## src/rtl/if_id_hazard_stage_if.sv

```systemverilog
// ---------------------------------------------------------------------------
// if_id_hazard_stage_if
//
// Signal bundle between the IF/ID hazard stage and its neighbours: fetch,
// decode and the EX stage.
//
//   Fetch -> stage   : Instruction, PC_IF
//   EX    -> stage   : ID_EX_MemRead, ID_EX_Rt, branch_taken_ex,
//                      branch_target_ex
//   stage -> decode  : Instruction_ID, PC_ID, PC_plus4_ID, valid_ID
//   stage -> fetch   : pc_hold, PC_source, PC_Jump
//   stage -> ID/EX   : bubble_ID
//   stage -> perf    : stall_count (CNT_WIDTH bits, saturating)
//
// The "master" modport is the surrounding pipeline, which drives the fetch and
// EX inputs. The "slave" modport is the stage itself.
// ---------------------------------------------------------------------------
interface if_id_hazard_stage_if #(
    parameter int CNT_WIDTH = 16
);
    logic [31:0]          Instruction;
    logic [31:0]          PC_IF;
    logic                 ID_EX_MemRead;
    logic [4:0]           ID_EX_Rt;
    logic                 branch_taken_ex;
    logic [31:0]          branch_target_ex;

    logic [31:0]          Instruction_ID;
    logic [31:0]          PC_ID;
    logic [31:0]          PC_plus4_ID;
    logic                 valid_ID;
    logic                 pc_hold;
    logic                 PC_source;
    logic [31:0]          PC_Jump;
    logic                 bubble_ID;
    logic [CNT_WIDTH-1:0] stall_count;

    modport master (
        output Instruction, PC_IF, ID_EX_MemRead, ID_EX_Rt,
               branch_taken_ex, branch_target_ex,
        input  Instruction_ID, PC_ID, PC_plus4_ID, valid_ID,
               pc_hold, PC_source, PC_Jump, bubble_ID, stall_count
    );

    modport slave (
        input  Instruction, PC_IF, ID_EX_MemRead, ID_EX_Rt,
               branch_taken_ex, branch_target_ex,
        output Instruction_ID, PC_ID, PC_plus4_ID, valid_ID,
               pc_hold, PC_source, PC_Jump, bubble_ID, stall_count
    );
endinterface

```

## src/rtl/if_id_hazard_stage.sv

```systemverilog
// ---------------------------------------------------------------------------
// if_id_hazard_stage
//
// The IF/ID pipeline register of the 5-stage MIPS pipeline, combined with the
// decode-side hazard and redirect control.
//   - It captures the fetched instruction, its PC and PC+4.
//   - It stalls fetch for one cycle on a load-use hazard and asks ID/EX for a
//     bubble.
//   - It redirects fetch on an unconditional jump in ID (j/jal) and squashes
//     the wrong-path fetch.
//   - It redirects fetch on a taken branch from EX and flushes the slot.
//   - It counts load-use stall cycles in a saturating counter.
//
// Ports:
//   clk    : rising-edge clock
//   reset  : synchronous, active-high reset
//   bus    : if_id_hazard_stage_if.slave. It carries the fetch and EX inputs,
//            the registered ID outputs, and the combinational controls
//            (pc_hold, PC_source, PC_Jump, bubble_ID).
//
// The action priority in each cycle is:
//   reset > taken branch > load-use > jump > normal advance.
// ---------------------------------------------------------------------------
module if_id_hazard_stage #(
    parameter logic [31:0] NOP_WORD  = 32'h0000_0000,
    parameter int          CNT_WIDTH = 16
) (
    input  logic                  clk,
    input  logic                  reset,
    if_id_hazard_stage_if.slave   bus
);

    localparam logic [5:0] OP_RTYPE = 6'h00;
    localparam logic [5:0] OP_J     = 6'h02;
    localparam logic [5:0] OP_JAL   = 6'h03;
    localparam logic [5:0] OP_BEQ   = 6'h04;
    localparam logic [5:0] OP_BNE   = 6'h05;
    localparam logic [5:0] OP_SW    = 6'h2B;

    typedef enum logic [2:0] {
        ACT_RESET,
        ACT_BRANCH,
        ACT_STALL,
        ACT_JUMP,
        ACT_ADVANCE
    } action_e;

    // Opcodes whose rt field is a source operand rather than a destination.
    function automatic logic reads_rt(input logic [5:0] op);
        return (op == OP_RTYPE) || (op == OP_BEQ) || (op == OP_BNE) ||
               (op == OP_SW);
    endfunction

    // The counter holds at all-ones instead of wrapping.
    function automatic logic [CNT_WIDTH-1:0] sat_inc(input logic [CNT_WIDTH-1:0] v);
        if (&v) begin
            return v;
        end
        return v + CNT_WIDTH'(1);
    endfunction

    logic [31:0]          instr_q, instr_d;
    logic [31:0]          pc_q, pc_d;
    logic [31:0]          pc4_q, pc4_d;
    logic                 valid_q, valid_d;
    logic [CNT_WIDTH-1:0] cnt_q, cnt_d;

    logic [5:0] op;
    logic [4:0] rs;
    logic [4:0] rt;
    logic       lu;
    logic       jmp;
    action_e    act;

    // Decode and hazard detection on the registered ID instruction.
    // A flushed slot (valid_q == 0) never raises a hazard or a jump.
    always_comb begin
        op  = instr_q[31:26];
        rs  = instr_q[25:21];
        rt  = instr_q[20:16];
        lu  = valid_q && bus.ID_EX_MemRead && (bus.ID_EX_Rt != 5'd0) &&
              ((bus.ID_EX_Rt == rs) || (reads_rt(op) && (bus.ID_EX_Rt == rt)));
        jmp = valid_q && ((op == OP_J) || (op == OP_JAL));
    end

    always_comb begin
        act = ACT_ADVANCE;
        if (reset) begin
            act = ACT_RESET;
        end else if (bus.branch_taken_ex) begin
            act = ACT_BRANCH;
        end else if (lu) begin
            act = ACT_STALL;
        end else if (jmp) begin
            act = ACT_JUMP;
        end
    end

    // Controls back to fetch and to ID/EX. They are forced to 0 while reset
    // is high, so that reset also masks a redirect raised in the same cycle.
    always_comb begin
        bus.pc_hold   = 1'b0;
        bus.PC_source = 1'b0;
        bus.PC_Jump   = 32'h0000_0000;
        bus.bubble_ID = 1'b0;
        unique case (act)
            ACT_BRANCH: begin
                bus.PC_source = 1'b1;
                bus.PC_Jump   = bus.branch_target_ex;
                bus.bubble_ID = 1'b1;
            end
            ACT_STALL: begin
                bus.pc_hold   = 1'b1;
                bus.bubble_ID = 1'b1;
            end
            ACT_JUMP: begin
                // Keep the jump in ID (no bubble) so jal can still link.
                bus.PC_source = 1'b1;
                bus.PC_Jump   = {pc4_q[31:28], instr_q[25:0], 2'b00};
            end
            default: ;
        endcase
    end

    // Next-state selection. The default is to hold the current contents,
    // which is what a load-use stall needs.
    always_comb begin
        instr_d = instr_q;
        pc_d    = pc_q;
        pc4_d   = pc4_q;
        valid_d = valid_q;
        cnt_d   = cnt_q;
        unique case (act)
            ACT_RESET: begin
                instr_d = NOP_WORD;
                pc_d    = 32'h0000_0000;
                pc4_d   = 32'h0000_0000;
                valid_d = 1'b0;
                cnt_d   = '0;
            end
            ACT_BRANCH: begin
                // The branch flushes the slot. PC/PC+4 are cleared because
                // nothing downstream may rely on a squashed PC.
                instr_d = NOP_WORD;
                pc_d    = 32'h0000_0000;
                pc4_d   = 32'h0000_0000;
                valid_d = 1'b0;
            end
            ACT_STALL: begin
                cnt_d = sat_inc(cnt_q);
            end
            ACT_JUMP: begin
                // Squash the sequential fetch that follows the jump. PC/PC+4
                // keep their values; only the instruction and valid change.
                instr_d = NOP_WORD;
                valid_d = 1'b0;
            end
            default: begin
                instr_d = bus.Instruction;
                pc_d    = bus.PC_IF;
                pc4_d   = bus.PC_IF + 32'd4;
                valid_d = 1'b1;
            end
        endcase
    end

    // ---- IF/ID register boundary ----
    always_ff @(posedge clk) begin
        if (reset) begin
            instr_q <= NOP_WORD;
            pc_q    <= 32'h0000_0000;
            pc4_q   <= 32'h0000_0000;
            valid_q <= 1'b0;
            cnt_q   <= '0;
        end else begin
            instr_q <= instr_d;
            pc_q    <= pc_d;
            pc4_q   <= pc4_d;
            valid_q <= valid_d;
            cnt_q   <= cnt_d;
        end
    end

    assign bus.Instruction_ID = instr_q;
    assign bus.PC_ID          = pc_q;
    assign bus.PC_plus4_ID    = pc4_q;
    assign bus.valid_ID       = valid_q;
    assign bus.stall_count    = cnt_q;

endmodule
```

## src/flat_wrapper.sv

```systemverilog
// flat-port wrapper written by rule: the top's interface ports become plain ports
module if_id_hazard_stage_flat 
#(
    parameter logic [31:0] NOP_WORD  = 32'h0000_0000,
    parameter int          CNT_WIDTH = 16
)
  (clk, reset, bus_Instruction, bus_PC_IF, bus_ID_EX_MemRead, bus_ID_EX_Rt, bus_branch_taken_ex, bus_branch_target_ex, bus_Instruction_ID, bus_PC_ID, bus_PC_plus4_ID, bus_valid_ID, bus_pc_hold, bus_PC_source, bus_PC_Jump, bus_bubble_ID, bus_stall_count);
  if_id_hazard_stage_if #(.CNT_WIDTH(CNT_WIDTH)) bus_i ();
  input  logic clk;
  input  logic reset;
  input wire logic [$bits(bus_i.Instruction)-1:0] bus_Instruction;
  input wire logic [$bits(bus_i.PC_IF)-1:0] bus_PC_IF;
  input wire logic [$bits(bus_i.ID_EX_MemRead)-1:0] bus_ID_EX_MemRead;
  input wire logic [$bits(bus_i.ID_EX_Rt)-1:0] bus_ID_EX_Rt;
  input wire logic [$bits(bus_i.branch_taken_ex)-1:0] bus_branch_taken_ex;
  input wire logic [$bits(bus_i.branch_target_ex)-1:0] bus_branch_target_ex;
  output wire logic [$bits(bus_i.Instruction_ID)-1:0] bus_Instruction_ID;
  output wire logic [$bits(bus_i.PC_ID)-1:0] bus_PC_ID;
  output wire logic [$bits(bus_i.PC_plus4_ID)-1:0] bus_PC_plus4_ID;
  output wire logic [$bits(bus_i.valid_ID)-1:0] bus_valid_ID;
  output wire logic [$bits(bus_i.pc_hold)-1:0] bus_pc_hold;
  output wire logic [$bits(bus_i.PC_source)-1:0] bus_PC_source;
  output wire logic [$bits(bus_i.PC_Jump)-1:0] bus_PC_Jump;
  output wire logic [$bits(bus_i.bubble_ID)-1:0] bus_bubble_ID;
  output wire logic [$bits(bus_i.stall_count)-1:0] bus_stall_count;
  assign bus_i.Instruction = bus_Instruction;
  assign bus_i.PC_IF = bus_PC_IF;
  assign bus_i.ID_EX_MemRead = bus_ID_EX_MemRead;
  assign bus_i.ID_EX_Rt = bus_ID_EX_Rt;
  assign bus_i.branch_taken_ex = bus_branch_taken_ex;
  assign bus_i.branch_target_ex = bus_branch_target_ex;
  assign bus_Instruction_ID = bus_i.Instruction_ID;
  assign bus_PC_ID = bus_i.PC_ID;
  assign bus_PC_plus4_ID = bus_i.PC_plus4_ID;
  assign bus_valid_ID = bus_i.valid_ID;
  assign bus_pc_hold = bus_i.pc_hold;
  assign bus_PC_source = bus_i.PC_source;
  assign bus_PC_Jump = bus_i.PC_Jump;
  assign bus_bubble_ID = bus_i.bubble_ID;
  assign bus_stall_count = bus_i.stall_count;
  if_id_hazard_stage #(.NOP_WORD(NOP_WORD), .CNT_WIDTH(CNT_WIDTH)) u_core (.clk(clk), .reset(reset), .bus(bus_i));
endmodule
```

## config.mk

```make
export PLATFORM = sky130hd
export DESIGN_NAME = if_id_hazard_stage_flat
export DESIGN_NICKNAME = d
export VERILOG_FILES = /design/src/rtl/if_id_hazard_stage_if.sv /design/src/rtl/if_id_hazard_stage.sv /design/src/flat_wrapper.sv
export SDC_FILE = /design/constraint.sdc
export NUM_CORES = 1
export LEC_CHECK = 0
export ABC_AREA = 1
export ABC_CLOCK_PERIOD_IN_PS = 5750
export CAP_MARGIN = 0
export CORE_UTILIZATION = 30
export DETAILED_ROUTE_END_ITERATION = 8
export GPL_ROUTABILITY_DRIVEN = 0
export HOLD_SLACK_MARGIN = 0.15
export PLACE_DENSITY = 0.56
export SETUP_SLACK_MARGIN = 0.2
export SYNTH_ARGS = -nofsm -noshare
export SYNTH_HDL_FRONTEND = slang
export SYNTH_SLANG_ARGS = --single-unit
```

## constraint.sdc

```tcl
create_clock -name clk -period 5.75 [get_ports clk]
set_clock_uncertainty 0.2 [all_clocks]
set_input_delay 0.575 -clock clk [delete_from_list [all_inputs] [get_ports clk]]
set_output_delay 0.575 -clock clk [all_outputs]
set_load 0.03 [all_outputs]
```

# Word-level counts from Yosys, hierarchy flattened

Cells that the tools add are included.

Word-level logic and storage cells: 55
Bits in read-only memories: 0
Bits in latches: 0
Output and inout bits: 148
Register bits after elaboration: 113
Input port bits: 105
Memory bits (writable): 0
Memories kept: 0

Shift-type cells: 0
Muxes and demuxes: 16
Equal/unequal tests: 11
Bitwise operators: 0
Reduce and logical (&&, ||, !) cells: 21
Order comparisons: 0
Add/subtract/negate cells: 2
Div/mod/pow operators: 0
Multipliers: 0

Operators by type and width:

| cell                                                 | count |
|---|---|
| case mux 32 bit (2 select lines)                     | 4 |
| adder 32 x 3 -> 32 bit (second input constant)       | 1 |
| case mux 16 bit (2 select lines)                     | 1 |
| adder 16 x 1 -> 16 bit (second input constant)       | 1 |
| 2-to-1 mux 16 bit                                    | 1 |
| AND reduction 16 bit                                 | 1 |
| equality test 6 x 2 -> 1 bit (second input constant) | 2 |
| equality test 6 x 3 -> 1 bit (second input constant) | 2 |
| 2-to-1 mux 3 bit                                     | 4 |
| equality test 5 bit                                  | 2 |
| OR reduction 2 bit                                   | 4 |
| equality test 3 x 2 -> 1 bit (second input constant) | 2 |
| equality test 6 bit (second input constant)          | 1 |
| logical NOT 6 bit                                    | 1 |
| logical AND 1 bit                                    | 5 |
| logical OR 1 bit                                     | 5 |
| 2-to-1 mux 1 bit                                     | 5 |
| nonzero test 5 bit                                   | 1 |
| equality test 3 x 1 -> 1 bit (second input constant) | 1 |
| logical NOT 3 bit                                    | 1 |
| inequality test 3 bit (second input constant)        | 1 |
| OR reduction 3 bit                                   | 1 |
| case mux 1 bit (2 select lines)                      | 1 |
| AND reduction 2 bit                                  | 1 |
| nonzero test 2 bit                                   | 1 |

# Logic depth before layout (Yosys ltp)

Depth in word-level cells: 14
Gate-level depth with buffers: 13
Gate-level depth less buffers: 12

# Worst setup path after synthesis

OpenSTA, ideal clock, no wires.

Path kind: flip-flop to output port
Start point: reg u_core.instr_q[27] (netlist: u_core.bus.Instruction_ID[27])
End point: out bus_PC_Jump[10]
Arrival time: 2.102 ns
Buffers on the path: 1
Required time: 4.975 ns
Cell stages (with the launch flop): 8
Slack: 2.873 ns
Cell sequence: dfxtp_1 > inv_1 > nor2_1 > nand3_1 > inv_1 > nand3_1 > clkbuf_1 > o21ai_0

Word-level cells in the longest chain between the ends: 12
Elaborated cells on any way between the ends: 21
Classes of those cells: 7 x eq/ne; 5 x mux; 9 x reduce/logical

Ends and longest elaborated chain:

| element                                                                      | line                      | RTL |
|---|---|---|
| start, declared                                                              | if_id_hazard_stage.sv:62  | `logic [31:0] instr_q, instr_d;` |
| start signal, assigned                                                       | if_id_hazard_stage.sv:176 | `instr_q <= instr_d;` |
| equality test 6 x 3 -> 1 bit or logical NOT 6 bit (tied branches)            | if_id_hazard_stage.sv:50  | `return (op == OP_RTYPE) \|\| (op == OP_BEQ) \|\| (op == OP_BNE) \|\|` |
| logical OR 1 bit (3 in series)                                               | if_id_hazard_stage.sv:50  |  |
| logical AND 1 bit                                                            | if_id_hazard_stage.sv:82  | `((bus.ID_EX_Rt == rs) \|\| (reads_rt(op) && (bus.ID_EX_Rt == rt)));` |
| logical OR 1 bit                                                             | if_id_hazard_stage.sv:82  |  |
| logical AND 1 bit                                                            | if_id_hazard_stage.sv:81  | `lu = valid_q && bus.ID_EX_MemRead && (bus.ID_EX_Rt != 5'd0) &&` |
| 2-to-1 mux 3 bit (*)                                                         | if_id_hazard_stage.sv:92  | `end else if (lu) begin` |
| 2-to-1 mux 3 bit (*)                                                         | if_id_hazard_stage.sv:90  | `end else if (bus.branch_taken_ex) begin` |
| 2-to-1 mux 3 bit (*)                                                         | if_id_hazard_stage.sv:88  | `if (reset) begin` |
| equality test 3 x 2 -> 1 bit or equality test 3 x 1 -> 1 bit (tied branches) | if_id_hazard_stage.sv:106 | `unique case (act)` |
| case mux 32 bit (2 select lines) (*)                                         | if_id_hazard_stage.sv:106 |  |
| end, declared                                                                | flat_wrapper.sv:23        | `output wire logic [$bits(bus_i.PC_Jump)-1:0] bus_PC_Jump;` |

Every way passes the cells marked *; elsewhere a longest branch is shown, timed or not.

# Final worst setup path

Start point: in reset
End point: out bus_PC_Jump[26]

Word-level cells in the longest chain between the ends: 3
Elaborated cells on any way between the ends: 4
Classes of those cells: 2 x eq/ne; 2 x mux

Ends and longest elaborated chain:

| element                                                                      | line                      | RTL |
|---|---|---|
| start, declared                                                              | flat_wrapper.sv:10        | `input logic reset;` |
| 2-to-1 mux 3 bit (*)                                                         | if_id_hazard_stage.sv:88  |  |
| equality test 3 x 2 -> 1 bit or equality test 3 x 1 -> 1 bit (tied branches) | if_id_hazard_stage.sv:106 |  |
| case mux 32 bit (2 select lines) (*)                                         | if_id_hazard_stage.sv:106 |  |

Marked as above.

==> flow_summary.yaml <==
drt:
  drtAntennaViolNets: 0
  wl_per_cell_um: 15.7
  drc_errors: 0
  num_vias: 6576
  drtIter0Drc: 401
  drt-vias-per-instance: 4.68
  totalWireLength_mm: 22.1
  dr.pass1.iters: 5
clock_tree:
  cts_tree: "yes"
  cts_buffers: 9
  cts_root_buffer: "clkbuf_16"
  cts_resized: 0
  cts_hold_buf: 0
  cts_buffer_depth: 2
  cts_max_level: 3
  insertion_delay_ps: 350
  clk_pin_slew_worst_paths_ps: 70
  post_cts_buffers: 0
  clock_sinks: 111
timing:
  final_hold_viol_count: 0
  worst_pin_slew_ps: 1140
  rsz0062_at_grt: "no"
  period_needed_ps: 4040
  finalSetupTns_ps: 0
  fmax_mhz: 248
  slew_violations: 0
  period_share_pct: 70.3
  slew_headroom_pct: 23.7
  final-setup-viol-count: 0
pwr:
  finalPower_mw: 1.94
  p_per_area_nw_per_um2: 217
  peakVddDrop_uv: 133
  p_leak_nw: 3.82
yosys:
  synthTopCellsByArea: "dfxtp_1 (38%), nand2_1 (16%), inv_1 (7.5%)"
  synth_commonest_cells: "nand2_1 (253), inv_1 (119), dfxtp_1 (111)"
  ys_warn_count: 0
  synth_most_common_cell: "nand2_1"
  avgSynthCellArea_um2: 6.50
  syn_inst: 911
  synth_seq_cells: 111
  yosysSeqAreaShare_pct: 37.5
  netlist.area_leader.share_pct: 37.5
  yosys_most_used_dff: "dfxtp_1"
  syn_nets: 1018
  synth_edf_count: 0
  synth.distinct_cells: 33
  synth_area_leader_cell: "dfxtp_1"
  synth_area_um2: 5920
  async_reset_ff_share_pct: 0
global_routing:
  antenna_found_initial: 0
  track_usage_pct: 21.8
  grt_pass1_vias: 6267
  grt_pass1_wl_mm: 34.3
  grt_remaining_overflow: 0
  grt_max_degree: 62
min_path:
  whs_path_depth: 2
  holdPathEnd: "u_core.bus.PC_ID[14]$_SDFFE_PP0N_"
  hp-start: "u_core.bus.PC_ID[14]$_SDFFE_PP0N_"
  hp-class: "reg -> reg"
cells_and_area:
  layout-drive-gt1-share_pct: 3.34
  syn2layout_area_growth_pct: 51.3
  layout.cells.non_filler: 1404
  fillers: 2094
  nNetsFinal: 1242
  antenna_cells: 0
floorplanning:
  fp.coreArea_um2: 19400
  ios: 253
  die_y_um: 142
  start_util_pct: 30.5
  rows: 51
  die_area_um2: 20300
  die_x_um: 142
setup_path:
  rr_startpoint: "u_core.bus.Instruction_ID[27]$_SDFFE_PP0N_"
  reg2regPathDepth: 7
  arrival_ps: 3260
  crit_type: "in -> out"
  cp-end-kind: "output port"
  crit_path_max_fanout: 61
  r2r_end: "u_core.bus.PC_plus4_ID[20]$_SDFFE_PP0N_"
  r2r_slack_ps: 2640
  crit_path_start_kind: "primary input"
  crit_required_ps: 4970
place:
  placedCellCount: 1389
  numPortBuffers: 252
  dp_hpwl_mm: 16.6
flow_run:
  maxCapViolCount: 0
run_status:
  status: "finished clean"
==> worst max-delay path by stage <==
stage	slack (ps)	end	start	depth (start not counted)
after floorplan	2870	bus_PC_Jump[10]	u_core.bus.Instruction_ID[27]$_SDFFE_PP0N_	7
after global placement	1680	bus_PC_Jump[14]	bus_ID_EX_Rt[3]	10
after detailed placement	1680	bus_PC_Jump[14]	bus_ID_EX_Rt[3]	10
after CTS	1690	bus_PC_Jump[14]	bus_ID_EX_Rt[3]	10
after global routing	1500	bus_PC_Jump[14]	bus_ID_EX_Rt[3]	10
final	1710	bus_PC_Jump[26]	reset	5
==> metal layers <==
metal / global-route usage, % / wire length, um / share of wire [%] / up-vias
met5: 0 / 0 / 0 / -
met4: 4.53 / 278 / 1.3 / 0
met3: 5.96 / 1650 / 7.5 / 15
met2: 37.0 / 10300 / 47 / 210
met1: 27.6 / 9850 / 45 / 2989
li1: - / - / - / 3362
==> cell usage in the layout (no fill, tap or decap), types with 24 or more instances in the layout <==
| cell type | instances |
|---|---|
| o22ai_1 | 28 |
| nor2_1 | 94 |
| nand4_1 | 46 |
| o21ai_0 | 49 |
| dfxtp_1 | 111 |
| clkdlybuf4s50_1 | 252 |
| xor2_1 | 24 |
| nand3_1 | 77 |
| nand2_1 | 253 |
| inv_1 | 119 |
==> stage by stage <==
step                      area, um2  hold slack (ps)  setup slack, ps  util (%)
after detailed placement       8600              232             1680      44.3
final                          8960              246             1710      46.2
after global placement         8600              231             1680      44.3
after global routing           8960              266             1500      46.2
after CTS                      8960              249             1690      46.2
after floorplan                5920              371             2870         -
==> registers in the layout, indices dropped and copies added (netlist names) <==
| signal | flops |
|---|---|
| u_core.bus.valid_ID | 1 |
| u_core.bus.PC_plus4_ID | 30 |
| u_core.bus.stall_count | 16 |
| u_core.bus.Instruction_ID | 32 |
| u_core.bus.PC_ID | 32 |
==> final cells by class <==
type | count | area [um2] | share of cell area, %
multi-input combinational | 631 | 3010 | 33.6
inverter | 123 | 462 | 5.15
clock inverter | 5 | 129 | 1.44
sequential | 111 | 2220 | 24.8
tap | 265 | 332 | 3.70
timing repair buffer | 259 | 2570 | 28.7
clock buffer | 10 | 229 | 2.56
==> critical path: stages <==
cell and delay [ps]:
clkdlybuf4s50_1 650, inv_2 940, nand3_1 230, o21ai_0 150, clkdlybuf4s50_1 690
==> report_power, final <==
part	switching (mW)	total, mW	internal, mW
sequential	0.0181	0.814	0.795
clock	0.295	0.764	0.470
combinational	0.205	0.364	0.160
total	0.517	1.94	1.43
==> cells by family (layout without fill, tap and decap cells) <==
logic type | Yosys count | count (layout) | share of synthesized area (%)
and+or+nand+nor | 507 | 507 | 37.4
buffers and inverters | 169 | 397 | 11.6
DFF | 111 | 111 | 37.5
AOI/OAI and AO/OA | 93 | 93 | 8.69
xor gates and xnor gates | 29 | 29 | 4.29
adders and majority gates | 2 | 2 | 0.423
Power figures use the tool's default switching activity.
